==> config.mk <==
export PLATFORM = sky130hd
export DESIGN_NAME = weight_bank_writer_flat
export DESIGN_NICKNAME = d
export VERILOG_FILES = /design/src/rtl/weight_bank_writer_if.sv /design/src/rtl/weight_bank_writer.sv /design/src/flat_wrapper.sv
export SDC_FILE = /design/constraint.sdc
export NUM_CORES = 1
export LEC_CHECK = 0
export ABC_AREA = 1
export BUFFER_PORTS_ARGS = -buffer_cell sky130_fd_sc_hd__buf_4
export CORE_UTILIZATION = 55
export DETAILED_ROUTE_END_ITERATION = 8
export PLACE_DENSITY = 0.86
export SYNTH_ARGS = -nofsm -noshare
export SYNTH_HDL_FRONTEND = slang
export SYNTH_SLANG_ARGS = --single-unit
==> constraint.sdc <==
create_clock -name clk -period 3.1 [get_ports clk]
set_clock_uncertainty 0.05 [all_clocks]
set_input_delay 0.155 -clock clk [delete_from_list [all_inputs] [get_ports clk]]
set_output_delay 0.155 -clock clk [all_outputs]
set_load 0.02 [all_outputs]
==> src/rtl/weight_bank_writer_if.sv <==
// Stream-in / BRAM-out bundle for the weight bank writer.
// The slave side is the writer; the master side is the DMA and the BRAM array.
interface weight_bank_writer_if #(
    parameter int DATA_WIDTH = 64,
    parameter int NUM_BANKS  = 8,
    parameter int ADDR_WIDTH = 12
);
    logic                  s_axis_tvalid;
    logic                  s_axis_tready;
    logic [DATA_WIDTH-1:0] s_axis_tdata;
    logic                  s_axis_tlast;
    logic [NUM_BANKS-1:0]  bank_en;
    logic [ADDR_WIDTH-1:0] bank_addr;
    logic [DATA_WIDTH-1:0] bank_dout;

    modport slave (
        input  s_axis_tvalid, s_axis_tdata, s_axis_tlast,
        output s_axis_tready, bank_en, bank_addr, bank_dout
    );

    modport master (
        output s_axis_tvalid, s_axis_tdata, s_axis_tlast,
        input  s_axis_tready, bank_en, bank_addr, bank_dout
    );
endinterface

==> src/rtl/weight_bank_writer.sv <==
// Distributes a weight stream round-robin over NUM_BANKS BRAMs, in runs of
// (words_m1+1) words per bank, alternating ping/pong address halves per transfer.
module weight_bank_writer #(
    parameter int DATA_WIDTH  = 64,
    parameter int NUM_BANKS   = 8,
    parameter int ADDR_WIDTH  = 12,
    parameter int CNT_WIDTH   = 11,
    parameter int TRANS_WIDTH = 2
) (
    input  logic                   clk,
    input  logic                   rst,
    input  logic                   start_i,
    input  logic [CNT_WIDTH-1:0]   cfg_words_m1_i,
    input  logic [TRANS_WIDTH-1:0] cfg_trans_m1_i,
    input  logic [ADDR_WIDTH-1:0]  cfg_pong_base_i,
    input  logic                   cfg_pp_en_i,
    weight_bank_writer_if.slave    wb,
    output logic                   busy_o,
    output logic                   done_o,
    output logic                   err_len_o
);
    localparam int BW = (NUM_BANKS > 1) ? $clog2(NUM_BANKS) : 1;

    localparam logic [1:0] ST_IDLE = 2'd0;
    localparam logic [1:0] ST_LOAD = 2'd1;
    localparam logic [1:0] ST_WORK = 2'd2;
    localparam logic [1:0] ST_DONE = 2'd3;

    logic [1:0]             state_q,     state_d;
    logic [CNT_WIDTH-1:0]   words_m1_q,  words_m1_d;
    logic [TRANS_WIDTH-1:0] trans_m1_q,  trans_m1_d;
    logic [ADDR_WIDTH-1:0]  pong_base_q, pong_base_d;
    logic                   pp_en_q,     pp_en_d;
    logic [CNT_WIDTH-1:0]   word_cnt_q,  word_cnt_d;
    logic [BW-1:0]          bank_idx_q,  bank_idx_d;
    logic [TRANS_WIDTH-1:0] trans_cnt_q, trans_cnt_d;
    logic                   pingpong_q,  pingpong_d;
    logic                   past_end_q,  past_end_d;
    logic                   err_q,       err_d;
    logic [NUM_BANKS-1:0]   bank_en_q,   bank_en_d;
    logic [ADDR_WIDTH-1:0]  bank_addr_q, bank_addr_d;
    logic [DATA_WIDTH-1:0]  bank_dout_q, bank_dout_d;

    logic                   tready_s;
    logic                   accept_s;
    logic                   last_word_s;
    logic                   last_bank_s;
    logic                   is_last_s;
    logic [ADDR_WIDTH-1:0]  base_s;

    function automatic logic [NUM_BANKS-1:0] onehot(input logic [BW-1:0] idx);
        logic [NUM_BANKS-1:0] v;
        v      = {NUM_BANKS{1'b0}};
        v[idx] = 1'b1;
        return v;
    endfunction

    assign tready_s    = (state_q == ST_WORK);
    assign accept_s    = wb.s_axis_tvalid & tready_s;
    assign last_word_s = (word_cnt_q == words_m1_q);
    assign last_bank_s = (bank_idx_q == BW'(NUM_BANKS - 1));
    assign is_last_s   = last_word_s & last_bank_s;
    assign base_s      = (pp_en_q & pingpong_q) ? pong_base_q : {ADDR_WIDTH{1'b0}};

    // Next-state: FSM, shadow config, bank/word/transfer counters and write port.
    always_comb begin
        state_d     = state_q;
        words_m1_d  = words_m1_q;
        trans_m1_d  = trans_m1_q;
        pong_base_d = pong_base_q;
        pp_en_d     = pp_en_q;
        word_cnt_d  = word_cnt_q;
        bank_idx_d  = bank_idx_q;
        trans_cnt_d = trans_cnt_q;
        pingpong_d  = pingpong_q;
        past_end_d  = past_end_q;
        err_d       = err_q;
        bank_en_d   = {NUM_BANKS{1'b0}};
        bank_addr_d = bank_addr_q;
        bank_dout_d = bank_dout_q;
        case (state_q)
            ST_IDLE: begin
                if (start_i) begin
                    words_m1_d  = cfg_words_m1_i;
                    trans_m1_d  = cfg_trans_m1_i;
                    pong_base_d = cfg_pong_base_i;
                    pp_en_d     = cfg_pp_en_i;
                    err_d       = 1'b0;
                    state_d     = ST_LOAD;
                end else begin
                    state_d = ST_IDLE;
                end
            end
            ST_LOAD: begin
                word_cnt_d  = {CNT_WIDTH{1'b0}};
                bank_idx_d  = {BW{1'b0}};
                trans_cnt_d = {TRANS_WIDTH{1'b0}};
                pingpong_d  = 1'b0;
                past_end_d  = 1'b0;
                state_d     = ST_WORK;
            end
            ST_WORK: begin
                if (accept_s) begin
                    bank_en_d   = onehot(bank_idx_q);
                    bank_addr_d = base_s + ADDR_WIDTH'(word_cnt_q);
                    bank_dout_d = wb.s_axis_tdata;
                    // Any beat after the expected final one, or an early TLAST, is a framing error.
                    if ((wb.s_axis_tlast & ~is_last_s) | past_end_q) begin
                        err_d = 1'b1;
                    end else begin
                        err_d = err_q;
                    end
                    if (wb.s_axis_tlast) begin
                        word_cnt_d = {CNT_WIDTH{1'b0}};
                        bank_idx_d = {BW{1'b0}};
                        past_end_d = 1'b0;
                        pingpong_d = ~pingpong_q;
                        if (trans_cnt_q == trans_m1_q) begin
                            state_d = ST_DONE;
                        end else begin
                            trans_cnt_d = trans_cnt_q + TRANS_WIDTH'(1);
                        end
                    end else if (last_word_s) begin
                        word_cnt_d = {CNT_WIDTH{1'b0}};
                        if (last_bank_s) begin
                            bank_idx_d = {BW{1'b0}};
                            past_end_d = 1'b1;
                        end else begin
                            bank_idx_d = bank_idx_q + BW'(1);
                        end
                    end else begin
                        word_cnt_d = word_cnt_q + CNT_WIDTH'(1);
                    end
                end else begin
                    bank_en_d = {NUM_BANKS{1'b0}};
                end
            end
            ST_DONE: begin
                state_d = ST_IDLE;
            end
            default: begin
                state_d = ST_IDLE;
            end
        endcase
    end

    // State registers with synchronous reset; reset also drops any in-flight write.
    always_ff @(posedge clk) begin
        if (rst) begin
            state_q     <= ST_IDLE;
            words_m1_q  <= {CNT_WIDTH{1'b0}};
            trans_m1_q  <= {TRANS_WIDTH{1'b0}};
            pong_base_q <= {ADDR_WIDTH{1'b0}};
            pp_en_q     <= 1'b0;
            word_cnt_q  <= {CNT_WIDTH{1'b0}};
            bank_idx_q  <= {BW{1'b0}};
            trans_cnt_q <= {TRANS_WIDTH{1'b0}};
            pingpong_q  <= 1'b0;
            past_end_q  <= 1'b0;
            err_q       <= 1'b0;
            bank_en_q   <= {NUM_BANKS{1'b0}};
            bank_addr_q <= {ADDR_WIDTH{1'b0}};
            bank_dout_q <= {DATA_WIDTH{1'b0}};
        end else begin
            state_q     <= state_d;
            words_m1_q  <= words_m1_d;
            trans_m1_q  <= trans_m1_d;
            pong_base_q <= pong_base_d;
            pp_en_q     <= pp_en_d;
            word_cnt_q  <= word_cnt_d;
            bank_idx_q  <= bank_idx_d;
            trans_cnt_q <= trans_cnt_d;
            pingpong_q  <= pingpong_d;
            past_end_q  <= past_end_d;
            err_q       <= err_d;
            bank_en_q   <= bank_en_d;
            bank_addr_q <= bank_addr_d;
            bank_dout_q <= bank_dout_d;
        end
    end

    assign wb.s_axis_tready = tready_s;
    assign wb.bank_en       = bank_en_q;
    assign wb.bank_addr     = bank_addr_q;
    assign wb.bank_dout     = bank_dout_q;
    assign busy_o           = (state_q != ST_IDLE);
    assign done_o           = (state_q == ST_DONE);
    assign err_len_o        = err_q;
endmodule

==> src/flat_wrapper.sv <==
// flat-port wrapper written by rule: the top's interface ports become plain ports
module weight_bank_writer_flat 
#(
    parameter int DATA_WIDTH  = 64,
    parameter int NUM_BANKS   = 8,
    parameter int ADDR_WIDTH  = 12,
    parameter int CNT_WIDTH   = 11,
    parameter int TRANS_WIDTH = 2
)
  (clk, rst, start_i, cfg_words_m1_i, cfg_trans_m1_i, cfg_pong_base_i, cfg_pp_en_i, busy_o, done_o, err_len_o, wb_s_axis_tvalid, wb_s_axis_tdata, wb_s_axis_tlast, wb_s_axis_tready, wb_bank_en, wb_bank_addr, wb_bank_dout);
  weight_bank_writer_if #(.DATA_WIDTH(DATA_WIDTH), .NUM_BANKS(NUM_BANKS), .ADDR_WIDTH(ADDR_WIDTH)) wb_i ();
  input  logic clk;
  input  logic rst;
  input  logic start_i;
  input  logic [CNT_WIDTH-1:0] cfg_words_m1_i;
  input  logic [TRANS_WIDTH-1:0] cfg_trans_m1_i;
  input  logic [ADDR_WIDTH-1:0] cfg_pong_base_i;
  input  logic cfg_pp_en_i;
  output logic busy_o;
  output logic done_o;
  output logic err_len_o;
  input wire logic [$bits(wb_i.s_axis_tvalid)-1:0] wb_s_axis_tvalid;
  input wire logic [$bits(wb_i.s_axis_tdata)-1:0] wb_s_axis_tdata;
  input wire logic [$bits(wb_i.s_axis_tlast)-1:0] wb_s_axis_tlast;
  output wire logic [$bits(wb_i.s_axis_tready)-1:0] wb_s_axis_tready;
  output wire logic [$bits(wb_i.bank_en)-1:0] wb_bank_en;
  output wire logic [$bits(wb_i.bank_addr)-1:0] wb_bank_addr;
  output wire logic [$bits(wb_i.bank_dout)-1:0] wb_bank_dout;
  assign wb_i.s_axis_tvalid = wb_s_axis_tvalid;
  assign wb_i.s_axis_tdata = wb_s_axis_tdata;
  assign wb_i.s_axis_tlast = wb_s_axis_tlast;
  assign wb_s_axis_tready = wb_i.s_axis_tready;
  assign wb_bank_en = wb_i.bank_en;
  assign wb_bank_addr = wb_i.bank_addr;
  assign wb_bank_dout = wb_i.bank_dout;
  weight_bank_writer #(.DATA_WIDTH(DATA_WIDTH), .NUM_BANKS(NUM_BANKS), .ADDR_WIDTH(ADDR_WIDTH), .CNT_WIDTH(CNT_WIDTH), .TRANS_WIDTH(TRANS_WIDTH)) u_core (.clk(clk), .rst(rst), .start_i(start_i), .cfg_words_m1_i(cfg_words_m1_i), .cfg_trans_m1_i(cfg_trans_m1_i), .cfg_pong_base_i(cfg_pong_base_i), .cfg_pp_en_i(cfg_pp_en_i), .wb(wb_i), .busy_o(busy_o), .done_o(done_o), .err_len_o(err_len_o));
endmodule
Yosys cells after proc, flatten, opt, wreduce, memory -nomap -nowiden
Cells that the tools add are included.

word-level totals
  flip-flop bits (word level) = 131
  input port bits = 95
  word-level logic and storage cells = 91
  output and inout bits = 88

cells by class
  multiplexer cells = 33
  add/subtract/negate cells = 4
  bitwise operators = 9
  equal/unequal tests = 14
  reduce and logical (&&, ||, !) cells = 15
  order comparisons = 2

operator list
  cell                                                                   count
  11-bit 2-to-1 mux                                                      3
  11-bit case mux with 2 select lines                                    1
  12-bit by 11-bit adder with 12-bit output                              1
  12-bit 2-to-1 mux                                                      1
  2-bit 2-to-1 mux                                                       6
  3-bit 2-to-1 mux                                                       4
  2-bit != test (second input constant)                                  6
  4-bit AND reduction                                                    3
  11-bit by 1-bit adder with 11-bit output (second input constant)       1
  11-bit == test                                                         1
  1-bit 2-to-1 mux                                                       11
  3-bit AND reduction                                                    3
  2-bit case mux with 4 select lines                                     1
  3-bit != test (second input constant)                                  2
  1-bit case mux with 2 select lines                                     3
  3-bit case mux with 2 select lines                                     1
  2-bit AND reduction                                                    3
  2-bit nonzero test                                                     3
  1-bit AND                                                              4
  2-bit == test (second input constant)                                  2
  3-bit by 4-bit < comparator with 1-bit output (second input constant)  1
  1-bit inverter                                                         4
  2-bit case mux with 2 select lines                                     1
  3-bit by 1-bit adder with 3-bit output (second input constant)         1
  other kinds (10)                                                       10

Longest topological paths before layout
  word-level depth = 8
  mapped depth = 17

Worst setup path before layout
Ideal clock, no wire load.

  kind = reg-to-reg
  start = reg u_core.pingpong_q
  end = reg u_core.bank_addr_q[6], in the netlist u_core.wb.bank_addr[6]
  stages on the path, launching flop included = 18
  setup time = 56 ps
  buffers on the path = 1
  period minus slack after synthesis = 2092 ps
  arrival = 1986 ps
  path slack = 1008 ps
  required time = 2994 ps
  cells stage by stage = dfxtp_1 > nand2_1 > clkbuf_1 > nor2_1 > ha_1 > inv_1 > fa_1 > inv_1 > nand3_1 > nand2_1 > nand2_1 > nand2_1 > nand2_1 > a21oi_1 > nor2_1 > nand2_1 > nand2_1 > inv_1

on the way
  longest elaborated chain between the ends = 3

RTL lines
  item                                       line                       source
  start: declaration                         weight_bank_writer.sv:37   logic pingpong_q, pingpong_d;
  start signal: assignment                   weight_bank_writer.sv:173  pingpong_q <= pingpong_d;
  1-bit AND                                  weight_bank_writer.sv:63   assign base_s = (pp_en_q & pingpong_q) ? pong_base_q : {ADDR_WIDTH{1'b0}};
  12-bit 2-to-1 mux                          weight_bank_writer.sv:63
  12-bit by 11-bit adder with 12-bit output  weight_bank_writer.sv:105  bank_addr_d = base_s + ADDR_WIDTH'(word_cnt_q);
  end signal: assignment                     weight_bank_writer.sv:162  bank_addr_q <= {ADDR_WIDTH{1'b0}};
  end signal: assignment                     weight_bank_writer.sv:177  bank_addr_q <= bank_addr_d;
  end: declaration                           weight_bank_writer.sv:41   logic [ADDR_WIDTH-1:0] bank_addr_q, bank_addr_d;

Every way passes these cells.
A chain may end at the register's enable or synchronous reset.

Final worst setup path
  start = reg u_core.state_q[0]
  end = reg u_core.bank_dout_q[1], in the netlist u_core.wb.bank_dout[1]

on the way
  longest elaborated chain between the ends = 3

RTL lines
  item                                    line                                                source
  start: declaration                      weight_bank_writer.sv:29                            logic [1:0] state_q, state_d;
  start signal: assignment                weight_bank_writer.sv:165                           state_q <= state_d;
  2-bit == test *                         weight_bank_writer.sv:58, weight_bank_writer.sv:81
  1-bit AND                               weight_bank_writer.sv:59                            assign accept_s = wb.s_axis_tvalid & tready_s;
  2-bit AND reduction (no source line) *  n/a
  end signal: assignment                  weight_bank_writer.sv:163                           bank_dout_q <= {DATA_WIDTH{1'b0}};
  end signal: assignment                  weight_bank_writer.sv:178                           bank_dout_q <= bank_dout_d;
  end: declaration                        weight_bank_writer.sv:42                            logic [DATA_WIDTH-1:0] bank_dout_q, bank_dout_d;

Every way passes the cells marked *; elsewhere a longest branch is shown, timed or not.

==> flow_metrics.tcl <==
set metrics [dict create \
    synth.net_count 873 \
    final_layout_size_suffix_gt1_frac 0.2355 \
    commonest_cells_after_routing_fill_and_taps_aside "213 x nor2_1, 186 x buf_4, 131 x dfxtp_1" \
    worst_setup_hold_path_clk_slew_ns 0.08 \
    worst_setup_ep_type "flop" \
    final-hold-violation-count 0 \
    final.period_utilization 0.8142 \
    globalplace.congestion 0.8787 \
    synth_xor_xnor_area_share 0.02337 \
    max_cap_violations 0 \
    post_synth_fa_ha_maj_area_fraction 0.04362 \
    dieHeight_um 103.1 \
    yosys_warnings 0 \
    worst-slew-pin-transition_ns 0.7458 \
    vias_per_cell 5.661 \
    placeableCoreArea_um2 9819 \
    detail_route.wirelength_um 20450 \
    synth.cell_area_um2 5622 \
    post_detailed_route_drc_marker_count 0 \
    largest_net_degree_at_the_start_of_global_routing 72 \
    min_delay_worst_endpoint "u_core.state_q[0]" \
    main_combinational_cell_family_by_area_after_synthesis "simple AND/OR/NAND/NOR gates" \
    rsz0062_at_grt "false" \
    p_leak_nw 3.896 \
    synth_top_cells_by_area "dfxtp_1 47%, nor2_1 14%, o21ai_0 9.4%, nand2_1 5.3%, ha_1 4.0%" \
    syn_inst 759 \
    grt_use_total 0.3920 \
    critical_path.startpoint_type "flop" \
    detailed_place_hpwl_um 10120 \
    cts.sink_count 131 \
    synthDistinctLibCells 33 \
    setup_viol 0 \
    vias 6623 \
    synth.yosys.seq_area_share 0.4665 \
    drt_pre_antenna_iters 5 \
    cts.path.max_buffers 2 \
    finalPower_w 0.006381 \
    post-place-ws_ns 0.7884 \
    synth-async-reset-ratio 0 \
    synthSimpleGateAreaFrac 0.2588 \
    design.final.nets 1137 \
    core.rowCount 36 \
    synth_largest_type_area_fraction 0.4665 \
    final_antenna_violating_net_count 0 \
    path_max_fanout 44 \
    path_class "reg -> reg" \
    grt_overflow 0 \
    power_per_cell_area_nw_per_um2 744.4 \
    post-route-util 0.8730 \
    fmaxAchievable_mhz 396.2 \
    initialDrtViolationCount 413 \
    drt-wirelength-per-cell_um 17.48 \
    outcome "complete, no violations" \
    r2r_path_start "u_core.state_q[0]" \
    clock_tree_from_tritoncts "yes" \
    timing.reg2reg.setup_slack_ns 0.58 \
    min-delay-start "wb_s_axis_tvalid" \
    initial_utilization 0.5725 \
    worst_hold_path_class "in -> reg" \
    setup_tns_ns 0 \
    max-slew-margin-rel 0.5021 \
    layout.cells.most_common "nor2_1" \
    portBuffers 182 \
    postLayoutSetupSlackWorst_ns 0.5761 \
    numPlacedInstances 1044 \
    final_max_slew_viol_count 0 \
    dieWidth_um 103.1 \
    number_of_buffers_created_by_cts 17 \
    edff_count_synth 0 \
    yosys_register_bits 131 \
    clock_tree.root_cell "clkbuf_8" \
    first_global_vias 6216 \
    antenna_found_initial 0 \
    n_fill_cell 481 \
    floorplan.io_pins 183 \
    htreeDepth 4 \
    syn_to_final_growth_pct 52.48 \
    post_cts.resized_instances 0 \
    arrival_time_of_the_worst_setup_path_ns 2.88 \
    cp_data_required_time_ns 3.45 \
    synth.avg_cell_area_um2 7.407 \
    ir_drop_worst_vdd_uv 453.4 \
    total_die_area_um2 10630 \
    hold_depth 4 \
    compound_gate_portion_of_the_synthesized_area 0.1400 \
    synth-main-ff-cell "dfxtp_1" \
    r2r_cells 7 \
    wire_length_of_the_first_global_routing_pass_um 31010 \
    finish.cell_count_without_fillers 1170 \
    final_period_minus_worst_setup_slack_ns 2.524 \
    yosysTopAreaCell "dfxtp_1" \
    reg2reg_to "u_core.wb.bank_dout[1]" \
    yosys-mux-area-fraction 0 \
    clk-insertion-delay-late_ns 0.53 \
]
Yosys cell counts (2+ instances only):
master,number
nand3_1,26
nor3_2,5
buf_6,2
nor3_1,3
inv_4,2
ha_1,18
xnor2_1,7
o211ai_1,2
nand2_4,2
o211a_1,2
a31oi_1,2
inv_2,3
clkbuf_1,29
dfxtp_1,131
nand2_2,3
nand2_1,80
nor2_1,213
o21ai_0,106
nor2_2,7
buf_2,3
a21oi_1,37
xor2_1,8
inv_1,55
nand4_1,4
cells by family after synthesis:
logic type / count (synthesis)
AOI/OAI and AO/OA: 152
xor gates and xnor gates: 15
adders and majority gates: 19
and+or+nand+nor: 347
DFF: 131
buffers and inverters: 95
stage by stage:
step           area (µm²)  hold WS, ns
2_1_floorplan        5622       0.2679
3_3_place_gp         7054       0.3548
3_5_place_dp         7054       0.3610
4_1_cts              8569      0.02237
5_1_grt              8569       0.1078
6_report             8572      0.08379
area by class of cell:
cell class,instances,area [µm²],area share
sequential,131,2623,0.3059
multi-input combinational,533,2619,0.3055
timing repair buffer,280,2347,0.2738
clock buffer,18,417.9,0.04875
inverter,60,230.2,0.02686
clock inverter,14,166.4,0.01941
tap,133,166.4,0.01941
antenna,1,2.502,0.0002919
layer usage:
layer | vias to the layer above | GRT usage | wire (µm)
li1 | 2962 | - | -
met1 | 3098 | 0.4036 | 6989
met2 | 443 | 0.6805 | 10520
met3 | 120 | 0.1281 | 1675
met4 | 0 | 0.2633 | 1265
met5 | - | 0 | 0
worst max path at each step:
stage | start | endpoint
after floorplan | u_core.pingpong_q | u_core.wb.bank_addr[6]
after global placement | u_core.pingpong_q | u_core.wb.bank_addr[6]
after detailed placement | u_core.pingpong_q | u_core.wb.bank_addr[6]
after CTS | u_core.pingpong_q | u_core.wb.bank_addr[6]
after global routing | u_core.state_q[0] | u_core.wb.bank_dout[1]
final | u_core.state_q[0] | u_core.wb.bank_dout[1]
registers in the layout (all words and copies together), names as in the netlist:
name / cells
u_core.wb.bank_en: 8
u_core.state_q: 2
u_core.pingpong_q: 1
u_core.bank_idx_q: 3
u_core.trans_m1_q: 2
u_core.pong_base_q: 12
u_core.wb.bank_dout: 64
u_core.word_cnt_q: 11
u_core.pp_en_q: 1
u_core.err_len_o: 1
u_core.past_end_q: 1
u_core.trans_cnt_q: 2
u_core.words_m1_q: 11
u_core.wb.bank_addr: 12
what timing repair did:
action	4_1_cts	5_1_grt
buffers inserted	0	0
endpoints found under the hold margin	99	0
hold buffers	93	0
worst max-delay path: stages, from the launching register on:
cell	delay, ns
dfxtp_1	0.35
inv_1	0.11
ha_1	0.44
nand2_4	0.15
inv_2	0.58
buf_12	0.30
nor2_1	0.06
nor2_1	0.33
power breakdown:
group | switching, W | internal [W] | total [W]
logic | 0.00125 | 0.000803 | 0.00205
clock network | 0.000852 | 0.00117 | 0.00202
registers | 0.000258 | 0.00205 | 0.00230
No activity file was read; power rests on OpenSTA's default activity.
